==> config.mk <==
export PLATFORM = sky130hd
export DESIGN_NAME = intersectie_ctrl
export DESIGN_NICKNAME = d
export VERILOG_FILES = /design/src/rtl/intersectie_ctrl.sv
export SDC_FILE = /design/constraint.sdc
export NUM_CORES = 1
export LEC_CHECK = 0
export BUFFER_PORTS_ARGS = -buffer_cell sky130_fd_sc_hd__buf_2
export CORE_UTILIZATION = 56
export CTS_BUF_LIST = sky130_fd_sc_hd__clkbuf_4 sky130_fd_sc_hd__clkbuf_8
export CTS_CLUSTER_DIAMETER = 50
export DETAILED_ROUTE_END_ITERATION = 8
export GPL_TIMING_DRIVEN = 1
export MAX_ROUTING_LAYER = met4
export PLACE_DENSITY_LB_ADDON = 0.05
export SLEW_MARGIN = 20
export SYNTH_ARGS = -nofsm -noshare
export SYNTH_HDL_FRONTEND = slang
export SYNTH_SLANG_ARGS = --single-unit
==> constraint.sdc <==
create_clock -name clk -period 2.49 [get_ports clk]
set_clock_uncertainty 0.05 [all_clocks]
set_input_delay 0.249 -clock clk [delete_from_list [all_inputs] [get_ports clk]]
set_output_delay 0.249 -clock clk [all_outputs]
set_load 0.03 [all_outputs]
==> src/rtl/intersectie_ctrl.sv <==
// Two-road intersection controller (NS main, EW secondary, exclusive pedestrian phase), Moore FSM with down-counter timing.
// Optional macro VERDE_P_CLIPITOR_EN: blinks verde_p during the last 8 cycles of the walk phase.
`timescale 1ns/1ps
module intersectie_ctrl #(
    parameter int WIDTH      = 6,
    parameter int T_VERDE    = 40,
    parameter int T_GALBEN   = 5,
    parameter int T_ROSU_TOT = 3,
    parameter int T_PIETON   = 20
) (
    input  logic clk,
    input  logic rst,
    input  logic buton_p1,
    input  logic buton_p2,
    input  logic senzor_ew,
    output logic rosu_ns,
    output logic galben_ns,
    output logic verde_ns,
    output logic rosu_ew,
    output logic galben_ew,
    output logic verde_ew,
    output logic rosu_p,
    output logic verde_p,
    output logic cerere_p
);
    typedef enum logic [2:0] {
        NS_VERDE, NS_GALBEN, ROSU_1, EW_VERDE, EW_GALBEN, PIETON, ROSU_2
    } state_t;

    localparam logic [WIDTH-1:0] L_VERDE  = WIDTH'(T_VERDE - 1);
    localparam logic [WIDTH-1:0] L_GALBEN = WIDTH'(T_GALBEN - 1);
    localparam logic [WIDTH-1:0] L_ROSU   = WIDTH'(T_ROSU_TOT - 1);
    localparam logic [WIDTH-1:0] L_PIETON = WIDTH'(T_PIETON - 1);

    state_t           r_state, w_next;
    logic [WIDTH-1:0] r_cnt, w_cnt_next, w_dec;
    logic             r_cerere, w_cerere_next;
    logic             r_rr, w_rr_next;
    logic             r_tinta_ew, w_tinta_next;
    logic             w_buton, w_pend_p, w_zero;

    // A press sampled on the exit edge already counts as pending.
    assign w_buton  = (buton_p1 | buton_p2) && (r_state != PIETON);
    assign w_pend_p = r_cerere | w_buton;
    assign w_zero   = (r_cnt == '0);
    assign w_dec    = w_zero ? '0 : r_cnt - WIDTH'(1);

    always_comb begin
        w_next       = r_state;
        w_rr_next    = r_rr;
        w_tinta_next = r_tinta_ew;
        case (r_state)
            NS_VERDE: begin
                if (w_zero && (senzor_ew | w_pend_p)) begin
                    w_next = NS_GALBEN;
                    if (senzor_ew && w_pend_p) begin
                        w_tinta_next = r_rr;
                        w_rr_next    = ~r_rr;
                    end else begin
                        w_tinta_next = senzor_ew;
                    end
                end
            end
            NS_GALBEN: if (w_zero) w_next = ROSU_1;
            ROSU_1:    if (w_zero) w_next = r_tinta_ew ? EW_VERDE : PIETON;
            EW_VERDE:  if (w_zero) w_next = EW_GALBEN;
            EW_GALBEN: if (w_zero) w_next = ROSU_2;
            PIETON:    if (w_zero) w_next = ROSU_2;
            ROSU_2:    if (w_zero) w_next = NS_VERDE;
            default:   w_next = NS_VERDE;
        endcase

        w_cnt_next = w_dec;
        if (w_next != r_state) begin
            case (w_next)
                NS_VERDE:           w_cnt_next = L_VERDE;
                EW_VERDE:           w_cnt_next = L_VERDE;
                NS_GALBEN:          w_cnt_next = L_GALBEN;
                EW_GALBEN:          w_cnt_next = L_GALBEN;
                PIETON:             w_cnt_next = L_PIETON;
                default:            w_cnt_next = L_ROSU;
            endcase
        end

        w_cerere_next = r_cerere | w_buton;
        if (w_next == PIETON && r_state != PIETON) w_cerere_next = 1'b0;
    end

    always_ff @(posedge clk) begin
        if (rst) begin
            r_state    <= NS_VERDE;
            r_cnt      <= L_VERDE;
            r_cerere   <= 1'b0;
            r_rr       <= 1'b0;
            r_tinta_ew <= 1'b0;
        end else begin
            r_state    <= w_next;
            r_cnt      <= w_cnt_next;
            r_cerere   <= w_cerere_next;
            r_rr       <= w_rr_next;
            r_tinta_ew <= w_tinta_next;
        end
    end

    always_comb begin
        rosu_ns   = 1'b0;
        galben_ns = 1'b0;
        verde_ns  = 1'b0;
        rosu_ew   = 1'b0;
        galben_ew = 1'b0;
        verde_ew  = 1'b0;
        rosu_p    = 1'b1;
        verde_p   = 1'b0;
        cerere_p  = r_cerere;
        case (r_state)
            NS_VERDE:  begin verde_ns  = 1'b1; rosu_ew = 1'b1; end
            NS_GALBEN: begin galben_ns = 1'b1; rosu_ew = 1'b1; end
            EW_VERDE:  begin verde_ew  = 1'b1; rosu_ns = 1'b1; end
            EW_GALBEN: begin galben_ew = 1'b1; rosu_ns = 1'b1; end
            PIETON: begin
                rosu_ns = 1'b1;
                rosu_ew = 1'b1;
                rosu_p  = 1'b0;
`ifdef VERDE_P_CLIPITOR_EN
                verde_p = (r_cnt < WIDTH'(8)) ? r_cnt[1] : 1'b1;
`else
                verde_p = 1'b1;
`endif
            end
            default:   begin rosu_ns = 1'b1; rosu_ew = 1'b1; end
        endcase
    end
endmodule

==> results.md, run 1 <==
- Worst Path Arrival: 2.25 ns
- Clk network pwr share: 0.318
- Number of global-route vias before repair: 619
- PortBufs: 13
- Area of the multi-input gates: 466.7 sq um
- CTS Sinks: 12
- Pleak: 0.3699 nW
- Reg area: 240.2 sq um
- Worst r2r path cells: 4
- Global-route usage over all layers: 0.2454
- Synth warn: 0
- Final Worst Setup Slack: 0.3889 ns
- Clock Path Buffers: 2
- CTS Hold Bufs: 0
- Pwr/cell area: 562.5 mW/mm^2
- Yosys top cell by area: dfxtp_1
- Setup WS pre-CTS: 0.4071 ns
- Remaining antenna violation count: 0
- First-iteration detailed-routing DRC count: 16
- Clk slew on worst S/H paths: 0.08 ns
- Chip height: 38.77 microns
- Post-synthesis sequential area ratio: 0.3174
- First-pass GRT wire length: 2.484 mm
- Hold path start: rst
- DP Wirelength: 1.166 mm
- Mapped Cells: 97
- Power share of the sequential group: 0.489
- Syn_nets: 103
- Fin nets: 115
- Drt first pass iters: 4
- Relative slew slack: 0.6567
- DRC Markers: 0
- Initial core utilization: 0.6382
- CTS tree: yes
- Initial antenna violation count: 0
- Area contributors post-synth: dfxtp_1 (32%), nor2_1 (6.9%), o21ai_0 (3.3%)
- Clock latency at the later pin of the worst-skew pair: 0.27 ns
- RR Startpoint: r_cnt[2]$_SDFF_PP1_
- Critical path's slowest cell: or4_4
- Grt total ovfl: 0
- Worst path buffer plus inverter count: 0
- RSZ-0062 raised after global routing: false
- Design internal power: 0.3475 mW
- Via density: 6.098
- Filler instances: 112
- Largest fanout on the critical path: 9
- Largest net degree at the start of global routing: 17
- Cell Rows: 12
- Crit path kind: reg -> reg
- Core box area: 0.001186 sq mm
- CP endpoint kind: flop
- Full die area: 0.001503 sq mm
- Hold Crit Depth: 2
- CP required: 2.64 ns
- Fin Setup TNS: 0 ns
- Hold Fails Final Rpt: 0
- Top delay family on crit path: simple AND/OR/NAND/NOR gates
- Worst R2R End: r_cnt[4]$_SDFF_PP0_
- TritonCTS Buffers: 3
- Min Tclk post-route: 2.101 ns
- Crit path largest cell delay: 0.56 ns
- Area delta synth->final: 11.57%
- Final Cycle Share: 0.8438
- Share of layout cells above drive strength 1: 0.2130
- Hold path endpoint: r_cnt[4]$_SDFF_PP0_
- Comb pwr share: 0.193
- Switching share of power: 0.2685
- Final setup fails: 0
- Synthesized area per cell: 7.804 sq um
- Cell mode on critical path: or3_1
- Worst IR Drop VDD: 0.4486 mV
- Htree depth: 1
- Hold Crit Class: in -> reg
- Cells along the critical path: or3_1 -> or3_1 -> or4_4 -> o22ai_2
- Die X: 38.77 microns
- Number of max-cap violations: 0
- Top Ports: 14
- Root buffer cell: clkbuf_4
- Switch Pwr: 0.1276 mW
- Antenna Cells: 0
- WL/cell: 13.06 microns
- Synth top area share: 0.3174
- Setup Fix Bufs, Post-CTS: 0
- Synthesized area: 757.0 sq um
- Count of cell types in the netlist: 39
- Startpoint types: flop
- FF+latch count, synth: 12
- Status: completed
- Routed WL: 1.593 mm
- Worst Max-Slew Pin Slew: 0.5142 ns
- Achievable frequency: 475.9 MHz
- Final GP Congestion: 0.8661
- Cells resized by post-CTS repair: 0
- R2R setup slack: 0.39 ns
- Vias: 744
- Slew Limit Fails: 0
- Hold Slack: 0.2364 ns
-- Yosys cell counts --
| cell type | instances |
|---|---|
| a211oi_1 | 1 |
| a21boi_0 | 1 |
| a21oi_1 | 4 |
| a221o_1 | 2 |
| a31o_2 | 1 |
| a31oi_1 | 1 |
| and2_1 | 2 |
| and3_1 | 2 |
| and4b_1 | 1 |
| buf_2 | 1 |
| buf_6 | 1 |
| clkbuf_1 | 4 |
| dfxtp_1 | 12 |
| ha_1 | 1 |
| inv_1 | 5 |
| mux2i_1 | 1 |
| nand2_1 | 5 |
| nand2b_1 | 3 |
| nand3_1 | 3 |
| nand4bb_1 | 1 |
| nor2_1 | 14 |
| nor2b_1 | 1 |
| nor3_1 | 4 |
| nor4_1 | 2 |
| nor4b_1 | 1 |
| o21ai_0 | 5 |
| o21bai_1 | 1 |
| o221a_2 | 1 |
| o22ai_2 | 1 |
| o2bb2a_1 | 1 |
| o311ai_0 | 2 |
| o31ai_1 | 1 |
| o41ai_1 | 2 |
| or2_0 | 1 |
| or2_2 | 2 |
| or3_1 | 3 |
| or4_4 | 1 |
| xnor2_1 | 1 |
| xor2_1 | 1 |
-- routing by layer --
metal,global-route usage,part of all wire,up-vias
met2,0.4208,0.50,15
met1,0.2727,0.45,348
li1,-,-,379
met3,0.06936,0.035,2
met4,0.07759,0.0082,0
met5,-,0,-
-- worst max-delay path by stage --
stage                        start                   to  slack, ns  cells past startpoint
2_1_floorplan  r_cnt[2]$_SDFF_PP1_  r_cnt[4]$_SDFF_PP0_       0.45                      6
3_3_place_gp   r_cnt[2]$_SDFF_PP1_  r_cnt[4]$_SDFF_PP0_       0.43                      4
3_5_place_dp   r_cnt[2]$_SDFF_PP1_  r_cnt[4]$_SDFF_PP0_       0.41                      4
4_1_cts        r_cnt[2]$_SDFF_PP1_  r_cnt[4]$_SDFF_PP0_       0.39                      4
5_1_grt        r_cnt[2]$_SDFF_PP1_  r_cnt[4]$_SDFF_PP0_       0.28                      4
6_report       r_cnt[2]$_SDFF_PP1_  r_cnt[4]$_SDFF_PP0_       0.39                      4
-- cell families (layout without fill, tap and decap cells) --
logic type	Yosys count	count (layout)	synth area share
AOI/OAI and AO/OA	24	24	0.2364
xor gates and xnor gates	2	2	0.02314
adders and majority gates	1	1	0.01653
buffers and inverters	11	22	0.06611
DFF	12	12	0.3174
muxes	1	1	0.01322
and+or+nand+nor	46	46	0.3273
-- state kept, by name, indices dropped and copies added (netlist names) --
signal	count
r_tinta_ew	1
cerere_p	1
r_cnt	6
r_state	3
r_rr	1
-- metrics by stage --
| stage | area (sq um) | utilization | power [mW] | std cells |
|---|---|---|---|---|
| 6_report | 844.6 | 0.7120 | 0.4750 | 122 |
| 5_1_grt | 844.6 | 0.7120 | 0.4991 | 122 |
| 4_1_cts | 844.6 | 0.7120 | 0.4805 | 122 |
| 3_5_place_dp | 808.3 | 0.6814 | 0.3284 | 118 |
| 3_3_place_gp | 808.3 | 0.6814 | 0.3254 | 118 |
| 2_1_floorplan | 757.0 | - | 0.3087 | 97 |
-- layout make-up --
class	count	share of cell area
well taps	14	0.02074
flip-flops and latches	12	0.2844
repair buffers	13	0.07704
inverters	5	0.02222
clock buffers	4	0.04296
multi-input cells	74	0.5526
-- power groups by stage --
stage | Clock (mW) | Combinational [mW] | Sequential, mW
3_3_place_gp | 0 | 0.0903 | 0.235
3_5_place_dp | 0 | 0.0914 | 0.237
2_1_floorplan | 0 | 0.0742 | 0.234
6_report | 0.151 | 0.0918 | 0.232
4_1_cts | 0.155 | 0.0924 | 0.233
5_1_grt | 0.162 | 0.102 | 0.236
-- layout by cell type, fill, tap and decap left out, types with 2 or more instances in the layout --
cell / count
o21ai_0: 5
nor2_1: 14
nor3_1: 4
or3_1: 3
buf_2: 13
inv_1: 5
nand3_1: 3
nor4_1: 2
o311ai_0: 2
nand2_1: 5
dfxtp_1: 12
and3_1: 2
a221o_1: 2
nand2b_1: 3
or2_2: 2
o41ai_1: 2
a21oi_1: 4
and2_1: 2
clkbuf_4: 3
Note: power is estimated with default switching activity, not from simulation.
==> run 2, diff against run 1 <==
Settings changed: CORE_UTILIZATION 56 to 50.
Clock period 2.49 ns to 1.9 ns, I/O delays scaled along.
==> run 2 against run 1 <==
  * Power increased by 36%
  * Clock power up 35%
  * Combinational power is 48% higher
  * Worst setup slack lost 0.27 ns
  * Global-route usage is 1.6 points higher
  * Sequential cell count stayed put
  * Cell area increased by 5.5%
  * Largest power group unchanged
  * Via count is 3.4% higher
==> results.md, run 2 (synthesis results as in run 1) <==
- Status: completed
- CP required: 2.06 ns (-0.58 ns)
- Clk network pwr share: 0.316 (-0.002)
- Final GP Congestion: 0.8063 (-6.9%)
- Worst IR Drop VDD: 0.5153 mV (+15%)
- Switch Pwr: 0.1789 mW (+40%)
- Vias: 769 (+3.4%)
- Worst Max-Slew Pin Slew: 0.5180 ns (+0.003777 ns)
- Core box area: 0.001350 sq mm (+14%)
- DP Wirelength: 1.379 mm (+18%)
- Top delay family on crit path: simple AND/OR/NAND/NOR gates
- Achievable frequency: 560.9 MHz (+18%)
- Worst Path Arrival: 1.94 ns (-0.31 ns)
- Number of global-route vias before repair: 666 (+7.6%)
- Cells along the critical path: inv_1 -> ha_1 -> nand2b_1 -> or3_4 -> nor4b_1 -> nand4bb_1
- Worst path buffer plus inverter count: 1 (+1)
- Drt first pass iters: 4 (unchanged)
- DRC Markers: 0 (unchanged)
- Hold Fails Final Rpt: 0 (unchanged)
- Area delta synth->final: 17.69%
- Final Util: 0.6599 (-0.05216)
- Power share of the sequential group: 0.474 (-0.015)
- Largest net degree at the start of global routing: 16 (-1)
- Remaining antenna violation count: 0 (unchanged)
- Top Ports: 14 (unchanged)
- Clk slew on worst S/H paths: 0.07 ns (about the same)
- Fin nets: 120 (+4.3%)
- Biggest regs: r_cnt: 6 flops, r_state: 3 flops
- Largest Register: r_cnt
- CTS Hold Bufs: 0 (unchanged)
- Switching share of power: 0.2771 (+0.008541)
- Number of max-cap violations: 0 (unchanged)
- Die X: 40.91 microns (+5.5%)
- Fin Setup TNS: 0 ns (unchanged)
- First-pass GRT wire length: 2.835 mm (+14%)
- Routed WL: 1.836 mm (+15%)
- Grt total ovfl: 0 (unchanged)
- RSZ-0062 raised after global routing: false
- Initial core utilization: 0.5607 (-0.07748)
- Final setup fails: 0 (unchanged)
- Htree depth: 1 (unchanged)
- WL/cell: 14.34 microns (+9.9%)
- Hold Crit Class: in -> reg
- Clock latency at the later pin of the worst-skew pair: 0.27 ns (about the same)
- Max FFs per register: 6 (unchanged)
- Startpoint types: flop
- Antenna Cells: 0 (unchanged)
- Final Cycle Share: 0.9383 (+0.09449)
- Design internal power: 0.4668 mW (+34%)
- Global-route usage over all layers: 0.2610 (+0.01562)
- Critical path's slowest cell: or3_4
- Min Tclk post-route: 1.783 ns (-0.3183 ns)
- Initial antenna violation count: 0 (unchanged)
- Chip height: 40.91 microns (+5.5%)
- PortBufs: 13 (unchanged)
- Pleak: 0.3966 nW (+7.2%)
- Share of layout cells above drive strength 1: 0.2655 (+0.05252)
- CTS tree: yes
- Largest fanout on the critical path: 9 (unchanged)
- Slew Limit Fails: 0 (unchanged)
- Most frequent cells in the layout: nor2_1 (13), buf_2 (13), dfxtp_1 (12)
- Full die area: 0.001674 sq mm (+11%)
- Relative slew slack: 0.6542 (-0.002522)
- Clock Path Buffers: 2 (unchanged)
- Setup Fix Bufs, Post-CTS: 0 (unchanged)
- Crit path largest cell delay: 0.42 ns (-0.14 ns)
- Comb pwr share: 0.210 (+0.017)
- CP endpoint kind: flop
- Root buffer cell: clkbuf_4
- First-iteration detailed-routing DRC count: 26 (+10)
- Cell Rows: 13 (+1)
- CTS Sinks: 12 (unchanged)
- Crit path kind: reg -> reg
- Via density: 6.008 (-1.5%)
- TritonCTS Buffers: 3 (unchanged)
- Pwr/cell area: 724.7 mW/mm^2 (+29%)
==> run 2: through the flow <==
stage	hold slack, ns	instances	setup WS, ns	total power [mW]	cell area (sq um)
final	0.1841	128	0.1172	0.6456	890.9
after global routing	0.1840	128	0.007078	0.6820	890.9
after CTS	0.1706	128	0.04262	0.6510	885.9
after detailed placement	0.4509	124	0.07349	0.4472	849.6
after global placement	0.4470	124	0.1149	0.4443	849.6
after floorplan	0.3250	97	0.03833	0.4109	765.7
==> run 2: worst register-to-register path, stage by stage (launching register included) <==
cell and delay [ns]:
dfxtp_1 0.33, inv_1 0.09, ha_1 0.17, nand2b_1 0.08
or3_4 0.42, nor4b_1 0.40, nand4bb_1 0.18
==> run 2: power groups by stage <==
stage	Sequential (mW)	Combinational [mW]	Clock [mW]
3_3_place_gp	0.310	0.134	0
4_1_cts	0.306	0.135	0.210
2_1_floorplan	0.307	0.104	0
3_5_place_dp	0.312	0.135	0
5_1_grt	0.308	0.154	0.220
6_report	0.306	0.136	0.204
==> run 2: metal layers <==
| layer | wire [microns] | vias to the layer above | global-route usage |
|---|---|---|---|
| li1 | - | 384 | - |
| met3 | 86 | 2 | 0.03261 |
| met2 | 830 | 23 | 0.4023 |
| met5 | 0 | - | - |
| met1 | 903 | 360 | 0.3444 |
| met4 | 17 | 0 | 0.1000 |
==> run 2: final timing paths <==
path         cells after the start                      end  slack (ns)               startpoint
max reg2reg                      6      r_cnt[2]$_SDFF_PP1_        0.12      r_cnt[0]$_SDFF_PP1_
min reg2reg                      2  r_tinta_ew$_SDFFE_PP0P_        0.47  r_tinta_ew$_SDFFE_PP0P_
max                              6      r_cnt[2]$_SDFF_PP1_        0.12      r_cnt[0]$_SDFF_PP1_
min                              2    r_state[0]$_SDFF_PP0_        0.18                      rst
==> run 2: final cells by class <==
type | instances | area, sq um
multi-input cells | 74 | 474.2
well taps | 15 | 18.77
clock buffers | 4 | 36.28
inverters | 5 | 18.77
repair buffers | 18 | 102.6
fillers | 121 | 459.2
flip-flops and latches | 12 | 240.2
==> run 2: repair_timing <==
| action | CTS | global route |
|---|---|---|
| endpoints found under the hold margin | 0 | 0 |
| setup endpoints to repair | 0 | 5 |
| resized for setup | 0 | 2 |
==> run 3, diff against run 2 <==
Settings changed: CELL_PAD_IN_SITES_DETAIL_PLACEMENT from default to 0, CELL_PAD_IN_SITES_GLOBAL_PLACEMENT from default to 2, CORE_UTILIZATION 50 to 29.
==> run 3 against run 2 <==
  * Hold slack better by 0.0053 ns
  * Sequential cell count unchanged
  * Routed wire length up 9.5%
  * First-iteration DRC count down 73%
  * Cell count up 15%
  * Combinational power up 12%
  * Core utilization down 28 points
  * Clock power down 24%
  * Sequential power down 1%
  * Via count up 0.78%
  * Sequential share of layout area down 1.4 points
  * Non-clock buffer count up 5
  * Critical path type unchanged
  * Critical endpoint is now r_rr$_SDFFE_PP0P_
  * Largest power group unchanged
==> results.md, run 3 (synthesis results as in run 1) <==
- Status: completed
- Hold Fails Final Rpt: 0 (unchanged)
- Clock latency at the later pin of the worst-skew pair: 0.27 ns (about the same)
- Antenna Cells: 0 (unchanged)
- Cell Rows: 18 (+5)
- Number of global-route vias before repair: 725 (+8.9%)
- Top Ports: 14 (unchanged)
- Startpoint types: flop
- Vias: 775 (+0.78%)
- Worst r2r path cells: 4 (-2)
- Crit path kind: reg -> reg
- Final setup fails: 0 (unchanged)
- Clk network pwr share: 0.255 (-0.061)
- Setup Fix Bufs, Post-CTS: 0 (unchanged)
- Largest Register: r_cnt
- Final Cycle Share: 0.9448 (+0.006467)
- Most frequent cells in the layout: nor2_1 (13), buf_2 (13), dfxtp_1 (12)
- TritonCTS Buffers: 3 (unchanged)
- Slew Limit Fails: 0 (unchanged)
- DRC Markers: 0 (unchanged)
- Fin nets: 125 (+4.2%)
- Design internal power: 0.4317 mW (-7.5%)
- Remaining antenna violation count: 0 (unchanged)
- Largest fanout on the critical path: 9 (unchanged)
- Die X: 53.09 microns (+30%)
- Max FFs per register: 6 (unchanged)
- Fin area: 939.7 sq um (+5.5%)
- CTS Hold Bufs: 0 (unchanged)
- Worst R2R End: r_rr$_SDFFE_PP0P_
- Pwr/cell area: 648.3 mW/mm^2 (-11%)
- Switching share of power: 0.2913 (+0.01426)
- Hold Slack: 0.1894 ns (+0.005290 ns)
- WL/cell: 13.68 microns (-4.6%)
- Core box area: 0.002477 sq mm (+84%)
- RR Startpoint: r_cnt[4]$_SDFF_PP0_
- Filler instances: 281 (+130%)
- DP Area: 905.9 sq um (+6.6%)
- Full die area: 0.002819 sq mm (+68%)
- RSZ-0062 raised after global routing: false
- First-iteration detailed-routing DRC count: 7 (-73%)
- Min Tclk post-route: 1.795 ns (+0.01229 ns)
- Worst Path Arrival: 1.89 ns (-0.05 ns)
- DP Wirelength: 1.566 mm (+14%)
- Clk slew on worst S/H paths: 0.07 ns (about the same)
- Chip height: 53.09 microns (+30%)
- CTS tree: yes
- Htree depth: 1 (unchanged)
- CP endpoint kind: flop
- Root buffer cell: clkbuf_4
- Drt first pass iters: 3 (-1)
- Initial core utilization: 0.3056 (-0.2551)
- First-pass GRT wire length: 3.298 mm (+16%)
- Area delta synth->final: 24.13%
- CTS Sinks: 12 (unchanged)
- Hold Crit Depth: 2 (unchanged)
- Global-route usage over all layers: 0.1696 (-0.09139)
- Share of layout cells above drive strength 1: 0.2991 (+0.03366)
- Power share of the sequential group: 0.496 (+0.022)
- Initial antenna violation count: 0 (unchanged)
- Reg area: 240.2 sq um (unchanged)
- R2R setup slack: 0.10 ns (about the same)
- Biggest regs: r_cnt: 6 flops, r_state: 3 flops
- Clock Path Buffers: 2 (unchanged)
- Switch Pwr: 0.1775 mW (-0.80%)
- Hold path endpoint: r_state[0]$_SDFF_PP0_
- Final GP Congestion: 0.7877 (-2.3%)
- PortBufs: 13 (unchanged)
- Routed WL: 2.011 mm (+9.5%)
- Via density: 5.272 (-12%)
- Cells resized by post-CTS repair: 0 (unchanged)
- Relative slew slack: 0.7102 (+0.05603)
- Number of max-cap violations: 0 (unchanged)
- Comb pwr share: 0.249 (+0.039)
- Hold Crit Class: in -> reg
- Largest net degree at the start of global routing: 13 (-3)
- Worst IR Drop VDD: 0.2794 mV (-46%)
- Pleak: 0.4177 nW (+5.3%)
- Achievable frequency: 557.1 MHz (-0.68%)
- Grt total ovfl: 0 (unchanged)
- Fin Setup TNS: 0 ns (unchanged)
- Hold path start: rst
- Worst Max-Slew Pin Slew: 0.4340 ns (-0.08393 ns)
- CP required: 1.99 ns (-0.07 ns)
- Area of the multi-input gates: 480.5 sq um (+1.3%)
- Final Util: 0.3793 (-0.2806)
-- run 3: how the worst max path moves through the flow --
stage,cells after the start,slack (ns),startpoint,to
finish,4,0.10,r_cnt[4]$_SDFF_PP0_,r_rr$_SDFFE_PP0P_
global route,4,0.02,r_cnt[3]$_SDFF_PP0_,r_rr$_SDFFE_PP0P_
CTS,4,0.004,r_cnt[4]$_SDFF_PP0_,r_rr$_SDFFE_PP0P_
detailed placement,4,0.03,r_cnt[4]$_SDFF_PP0_,r_rr$_SDFFE_PP0P_
global placement,4,0.06,r_cnt[4]$_SDFF_PP0_,r_cnt[2]$_SDFF_PP1_
floorplan,6,0.04,r_cnt[4]$_SDFF_PP0_,r_cnt[4]$_SDFF_PP0_
-- run 3: power by group through the flow --
| stage | registers, mW | clock network, mW | logic (mW) |
|---|---|---|---|
| 6_report | 0.302 | 0.155 | 0.152 |
| 3_5_place_dp | 0.308 | 0 | 0.152 |
| 5_1_grt | 0.307 | 0.175 | 0.173 |
| 3_3_place_gp | 0.309 | 0 | 0.149 |
| 2_1_floorplan | 0.307 | 0 | 0.104 |
| 4_1_cts | 0.302 | 0.166 | 0.154 |
-- run 3: stage by stage --
step	std cells	setup WS [ns]	total power, mW
after global routing	147	0.01710	0.6553
final	147	0.1049	0.6091
after detailed placement	144	0.03366	0.4603
after CTS	147	0.004057	0.6219
after floorplan	97	0.03833	0.4109
after global placement	144	0.06117	0.4581
-- run 3: routing by layer --
layer  up-vias  share of wire  track usage
met1       374           0.46       0.1938
met3         2          0.014      0.02586
met5         -              0            -
li1        395              -            -
met4         0         0.0075      0.06579
met2         4           0.52       0.2954
-- run 3: area by class of cell --
class | count | share of cell area
multi-input combinational | 74 | 0.5113
sequential | 12 | 0.2557
timing repair buffer | 23 | 0.1491
tap | 30 | 0.03995
clock buffer | 3 | 0.02397
inverter | 5 | 0.01997
-- run 3: worst max-delay path: stages, from the launching register on --
cell      delay [ns]
dfxtp_1         0.31
or3_1           0.42
or3_4           0.41
o311ai_0        0.35
o41ai_1         0.12
